===== src/rtl/riscv_pkg.sv =====
// Shared RV32 constants: datapath width, reset vector, canonical NOP and base opcodes.
package riscv_pkg;
  localparam int          XLEN     = 32;
  localparam logic [31:0] RESET_PC = 32'h0000_0000;
  localparam logic [31:0] NOP      = 32'h0000_0013;

  localparam logic [6:0] OP_R     = 7'b0110011;
  localparam logic [6:0] OP_I     = 7'b0010011;
  localparam logic [6:0] OP_B     = 7'b1100011;
  localparam logic [6:0] OP_LOAD  = 7'b0000011;
  localparam logic [6:0] OP_STORE = 7'b0100011;
  localparam logic [6:0] OP_JAL   = 7'b1101111;
  localparam logic [6:0] OP_LUI   = 7'b0110111;
  localparam logic [6:0] OP_AUIPC = 7'b0010111;
endpackage


===== src/rtl/fetch_unit_if.sv =====
// Fetch-stage bus: instruction-memory request/response plus the decode valid/ready handshake.
interface fetch_unit_if #(parameter int XLEN = 32);
  logic            imem_req;
  logic [XLEN-1:0] imem_addr;
  logic [31:0]     imem_rdata;
  logic            if_valid;
  logic            if_ready;
  logic [31:0]     if_instr;
  logic [XLEN-1:0] if_pc;
  logic [XLEN-1:0] if_pc_plus4;

  modport master (
    output imem_req, imem_addr, if_valid, if_instr, if_pc, if_pc_plus4,
    input  imem_rdata, if_ready
  );
  modport slave (
    input  imem_req, imem_addr, if_valid, if_instr, if_pc, if_pc_plus4,
    output imem_rdata, if_ready
  );
endinterface


===== src/rtl/fetch_fifo.sv =====
// Prefetch FIFO of {pc, instr} entries; flush empties it and wins over a same-cycle push.
module fetch_fifo import riscv_pkg::*; #(
  parameter  int DEPTH = 2,
  parameter  int W     = 64,
  localparam int AW    = $clog2(DEPTH)
) (
  input  logic          clk,
  input  logic          rst_n,
  input  logic          push,
  input  logic          pop,
  input  logic          flush,
  input  logic [W-1:0]  din,
  output logic [W-1:0]  dout,
  output logic [AW:0]   count,
  output logic          empty
);
  logic [W-1:0]  mem [DEPTH];
  logic [AW-1:0] rd_ptr, wr_ptr;
  logic          full, do_push, do_pop;

  assign full    = (count == (AW+1)'(DEPTH));
  assign empty   = (count == '0);
  assign do_pop  = pop && !empty;
  assign do_push = push && (!full || do_pop);
  assign dout    = mem[rd_ptr];

  always_ff @(posedge clk or negedge rst_n) begin
    if (!rst_n) begin
      rd_ptr <= '0;
      wr_ptr <= '0;
      count  <= '0;
    end else if (flush) begin
      rd_ptr <= '0;
      wr_ptr <= '0;
      count  <= '0;
    end else begin
      wr_ptr <= wr_ptr + AW'(do_push);
      rd_ptr <= rd_ptr + AW'(do_pop);
      count  <= count + (AW+1)'(do_push) - (AW+1)'(do_pop);
    end
  end

  always_ff @(posedge clk) begin
    if (do_push && !flush) mem[wr_ptr] <= din;
  end
endmodule


===== src/rtl/fetch_unit.sv =====
// Instruction fetch: PC, 1-cycle imem issue with epoch tagging, prefetch FIFO, redirects.
// Define FETCH_PERF_EN to build the fetch_cnt/flush_cnt performance counters.
module fetch_unit import riscv_pkg::*; #(
  parameter int              XLEN     = riscv_pkg::XLEN,
  parameter logic [XLEN-1:0] RESET_PC = riscv_pkg::RESET_PC,
  parameter int              DEPTH    = 2
) (
  input  logic            clk,
  input  logic            rst_n,
  fetch_unit_if.master    bus,
  input  logic            redirect_valid,
  input  logic [XLEN-1:0] redirect_pc,
  output logic [31:0]     fetch_cnt,
  output logic [31:0]     flush_cnt
);
  localparam int CW = $clog2(DEPTH) + 1;

  logic [XLEN-1:0]    pc, inflight_pc, target, addr;
  logic               inflight, inflight_epoch, epoch;
  logic               pop, push, empty, req;
  logic [CW-1:0]      count;
  logic [CW:0]        occ;
  logic [XLEN+31:0]   head;

  assign target = {redirect_pc[XLEN-1:2], 2'b00};

  // Redirect suppresses the handshake so a stale head is never consumed.
  assign bus.if_valid = !empty && !redirect_valid;
  assign pop          = bus.if_valid && bus.if_ready;

  // Occupancy counts the in-flight read so the FIFO can never overflow.
  assign occ  = {1'b0, count} + (CW+1)'(inflight) - (CW+1)'(pop);
  assign req  = rst_n && (redirect_valid || (occ < (CW+1)'(DEPTH)));
  assign addr = redirect_valid ? target : pc;
  assign push = inflight && (inflight_epoch == epoch);

  assign bus.imem_req    = req;
  assign bus.imem_addr   = addr;
  assign bus.if_pc       = head[XLEN+31:32];
  assign bus.if_instr    = head[31:0];
  assign bus.if_pc_plus4 = bus.if_pc + XLEN'(4);

  always_ff @(posedge clk or negedge rst_n) begin
    if (!rst_n) begin
      pc             <= RESET_PC;
      inflight       <= 1'b0;
      inflight_pc    <= '0;
      inflight_epoch <= 1'b0;
      epoch          <= 1'b0;
    end else begin
      inflight       <= req;
      inflight_epoch <= epoch ^ redirect_valid;
      epoch          <= epoch ^ redirect_valid;
      if (req) begin
        pc          <= addr + XLEN'(4);
        inflight_pc <= addr;
      end
    end
  end

  fetch_fifo #(.DEPTH(DEPTH), .W(XLEN + 32)) u_fifo (
    .clk   (clk),
    .rst_n (rst_n),
    .push  (push),
    .pop   (pop),
    .flush (redirect_valid),
    .din   ({inflight_pc, bus.imem_rdata}),
    .dout  (head),
    .count (count),
    .empty (empty)
  );

`ifdef FETCH_PERF_EN
  always_ff @(posedge clk or negedge rst_n) begin
    if (!rst_n) begin
      fetch_cnt <= '0;
      flush_cnt <= '0;
    end else begin
      fetch_cnt <= fetch_cnt + 32'(pop);
      flush_cnt <= flush_cnt + 32'(redirect_valid);
    end
  end
`else
  assign fetch_cnt = '0;
  assign flush_cnt = '0;
`endif
endmodule


===== src/flat_wrapper.sv =====
// flat-port wrapper written by rule: the top's interface ports become plain ports
module fetch_unit_flat import riscv_pkg::*;
#(
  parameter int              XLEN     = riscv_pkg::XLEN,
  parameter logic [XLEN-1:0] RESET_PC = riscv_pkg::RESET_PC,
  parameter int              DEPTH    = 2
)
  (clk, rst_n, redirect_valid, redirect_pc, fetch_cnt, flush_cnt, bus_imem_req, bus_imem_addr, bus_if_valid, bus_if_instr, bus_if_pc, bus_if_pc_plus4, bus_imem_rdata, bus_if_ready);
  fetch_unit_if #(.XLEN(XLEN)) bus_i ();
  input  logic clk;
  input  logic rst_n;
  input  logic redirect_valid;
  input  logic [XLEN-1:0] redirect_pc;
  output logic [31:0] fetch_cnt;
  output logic [31:0] flush_cnt;
  output wire logic [$bits(bus_i.imem_req)-1:0] bus_imem_req;
  output wire logic [$bits(bus_i.imem_addr)-1:0] bus_imem_addr;
  output wire logic [$bits(bus_i.if_valid)-1:0] bus_if_valid;
  output wire logic [$bits(bus_i.if_instr)-1:0] bus_if_instr;
  output wire logic [$bits(bus_i.if_pc)-1:0] bus_if_pc;
  output wire logic [$bits(bus_i.if_pc_plus4)-1:0] bus_if_pc_plus4;
  input wire logic [$bits(bus_i.imem_rdata)-1:0] bus_imem_rdata;
  input wire logic [$bits(bus_i.if_ready)-1:0] bus_if_ready;
  assign bus_imem_req = bus_i.imem_req;
  assign bus_imem_addr = bus_i.imem_addr;
  assign bus_if_valid = bus_i.if_valid;
  assign bus_if_instr = bus_i.if_instr;
  assign bus_if_pc = bus_i.if_pc;
  assign bus_if_pc_plus4 = bus_i.if_pc_plus4;
  assign bus_i.imem_rdata = bus_imem_rdata;
  assign bus_i.if_ready = bus_if_ready;
  fetch_unit #(.XLEN(XLEN), .RESET_PC(RESET_PC), .DEPTH(DEPTH)) u_core (.clk(clk), .rst_n(rst_n), .bus(bus_i), .redirect_valid(redirect_valid), .redirect_pc(redirect_pc), .fetch_cnt(fetch_cnt), .flush_cnt(flush_cnt));
endmodule

===== config.mk =====
export PLATFORM = sky130hd
export DESIGN_NAME = fetch_unit_flat
export DESIGN_NICKNAME = d
export VERILOG_FILES = /design/src/rtl/riscv_pkg.sv /design/src/rtl/fetch_unit_if.sv /design/src/rtl/fetch_fifo.sv /design/src/rtl/fetch_unit.sv /design/src/flat_wrapper.sv
export SDC_FILE = /design/constraint.sdc
export NUM_CORES = 1
export LEC_CHECK = 0
export CORE_UTILIZATION = 53
export DETAILED_ROUTE_END_ITERATION = 10
export PLACE_DENSITY = 0.94
export RECOVER_POWER = 50
export SLEW_MARGIN = 30
export SYNTH_ARGS = -nofsm -noshare
export SYNTH_HDL_FRONTEND = slang
export SYNTH_HIERARCHICAL = 1
export SYNTH_SLANG_ARGS = --single-unit

===== constraint.sdc =====
create_clock -name clk -period 19.2 [get_ports clk]
set_input_delay 5.76 -clock clk [delete_from_list [all_inputs] [get_ports clk]]
set_output_delay 5.76 -clock clk [all_outputs]
set_load 0.05 [all_outputs]

==> results.json <==
{
  "outcome": "finished, violations left",
  "violations": "max-capacitance violations, max-slew violations",
  "pre_cts_ws_ns": 3.62,
  "finish.net_count": 1030,
  "io_buffers": 195,
  "antenna_found_initial": 0,
  "cp-end-kind": "output port",
  "final_cells": 1194,
  "fin_skew_ns": 0.0112,
  "grt_setup_unrepaired": "false",
  "drv_cap": 2,
  "seq_area_frac_synth_pct": 57.9,
  "leakage_nw": 4.58,
  "chipHeight_microns": 136,
  "chipWidth_microns": 136,
  "synthCells": 768,
  "fin_util_pct": 68.6,
  "setup_ws_ns": 3.55,
  "h-tree-depth": 4,
  "setup_viol": 0,
  "io_pins": 262,
  "yosys_warnings": 6,
  "antenna_cells": 0,
  "cp_max_fo": 82,
  "fill_cells": 1214,
  "final-seq-area_sq_um": 5520,
  "synthFlopType": "edfxtp_1",
  "layout_common_cells": "clkdlybuf4s50_1, edfxtp_1, nand2_1",
  "finalMaxSlewViolations": 120,
  "tightest_slew_ns": 3.68,
  "synth.avg_cell_area_sq_um": 12.4,
  "rrSetupSlack_ns": 14.70,
  "synthDistinctLibCells": 63,
  "critPathKind": "input port to output port",
  "hp-class": "flop to flop",
  "powerDensity_nw_per_um2": 148,
  "placed_area_sq_um": 11400,
  "rows": 48,
  "routedWlPerCell_microns": 17.7,
  "ys_ff_latch": 195,
  "post-route-min-period_ns": 15.65,
  "floorplan.initialDensity_pct": 54.7,
  "cts_buffer_depth": 2,
  "final_hold_viol_count": 0,
  "area_growth_pct": 25.3,
  "wirelength_microns": 21100,
  "multi_input_area_sq_um": 3520,
  "overflow": 0,
  "ctsResizeCount": 0,
  "cts_root_buf": "clkbuf_16",
  "postLayoutCellArea_sq_um": 11900,
  "dieArea_sq_um": 18500,
  "place_congestion": 0.910,
  "drive_above_1_share_pct": 8.05,
  "worst_ir_drop_vdd_uv": 78.6,
  "grt_start_max_net_pins": 96,
  "postCtsHoldBufs": 0,
  "cts_tree": "done",
  "crit_arrival_ns": 9.89,
  "final_common_cell": "clkdlybuf4s50_1",
  "synthesis.area_sq_um": 9530,
  "place_inst": 1162,
  "grt_pass1_wl_microns": 32100,
  "core_area_sq_um": 17400,
  "required_ns": 13.44,
  "cts_setup_buffers": 0,
  "cp-start-kind": "input port",
  "first_pass_iters": 5,
  "synth_edf_count": 128,
  "finalPower_mw": 1.76,
  "path_clk_slew_ns": 0.07,
  "cts_sinks": 195,
  "drtIter0Drc": 416,
  "clock_latency_ns": 0.43,
  "dp_hpwl_microns": 14900,
  "cts_made_buffers": 17,
  "fin_crit_sh_pct": 81.5,
  "grt_use_total_pct": 22.8,
  "maxSlewHeadroom_pct": -145,
  "vias": 6558,
  "worst_hold_slack_ns": 0.479,
  "clock.fmax_mhz": 63.9,
  "grt_pass1_vias": 6158,
  "ant_nets": 0,
  "synthArstFlopShare_pct": 34.4,
  "viasPerCell": 5.49,
  "drc": 0,
  "tns_ns": 0
}
[synthesized netlist by cell type (all sizes together) (8+ instances only)]
cell	count	area (sq um)
mux2	85	961
nand3	28	140
nand2	106	398
clkbuf	10	37.5
inv	22	82.6
nand4	23	150
xor2	11	96.3
o21ai	28	144
dfrtp	67	1680
nor3	8	40.0
buf	85	608
and4	9	78.8
edfxtp	128	3840
mux2i	11	110
xnor2	34	298
nor2	23	86.3
[state kept, by name (all words and copies together) (netlist names)]
register              count
u_core/inflight_pc       32
u_core/u_fifo/rd_ptr      1
u_core/u_fifo/count       2
u_core/u_fifo/wr_ptr      1
u_core/pc                30
u_core/u_fifo/mem       128
u_core/inflight           1
[critical path, stage by stage]
cell and delay [ns]:
buf_2 0.07, buf_4 0.65, nor2_1 0.17, and2_0 0.27, ha_1 0.31, nor2b_1 0.14
fa_1 0.45, o21bai_1 0.34, nand2_2 0.09, inv_1 0.67, clkdlybuf4s50_1 0.94
[cells by family after synthesis]
family	synth area share, %
flip-flops	57.9
AO/OA/AOI/OAI	5.91
adder cells (fa/ha/maj)	0.866
AND/OR/NAND/NOR	12.3
other	0.0393
XOR/XNOR	4.13
buffers and inverters	7.64
multiplexers	11.2
[worst paths after layout]
path                                                    startpoint                                 end  cells after the start
max in group asynchronous                                    rst_n      u_core/u_fifo/rd_ptr$_DFF_PN0_                      2
worst min register to register  u_core/inflight_pc[24]$_DFFE_PN0P_  u_core/u_fifo/mem[0][56]$_DFFE_PP_                      0
worst max-delay path                                redirect_valid                        bus_imem_req                     11
worst min-delay path            u_core/inflight_pc[24]$_DFFE_PN0P_  u_core/u_fifo/mem[0][56]$_DFFE_PP_                      0
min in group asynchronous                                    rst_n            u_core/pc[4]$_DFFE_PN0P_                      1
worst max register to register    u_core/u_fifo/count[1]$_DFF_PN0_  u_core/u_fifo/mem[0][20]$_DFFE_PP_                      6
[layout make-up]
| class | count | area share [%] |
|---|---|---|
| clock inverters | 15 | 1.11 |
| clock buffers | 17 | 3.56 |
| multi-input cells | 519 | 29.5 |
| inverters | 22 | 0.692 |
| well taps | 225 | 2.36 |
| flip-flops and latches | 195 | 46.2 |
| repair buffers | 201 | 16.6 |
[metal layers]
layer	GRT usage, %	wire, microns	part of all wire (%)
met5	0	0	0
met4	9.14	364	1.7
met3	4.33	1430	6.8
met2	37.3	10300	49
met1	29.9	8980	43
[where the power goes]
group / switching, mW / internal [mW] / leakage, nW
logic: 0.525 / 0.240 / 2.31
clock network: 0.156 / 0.180 / 0.260
registers: 0.0738 / 0.590 / 2.01
total: 0.755 / 1.01 / 4.58
Note: power is estimated with default switching activity, not from simulation.
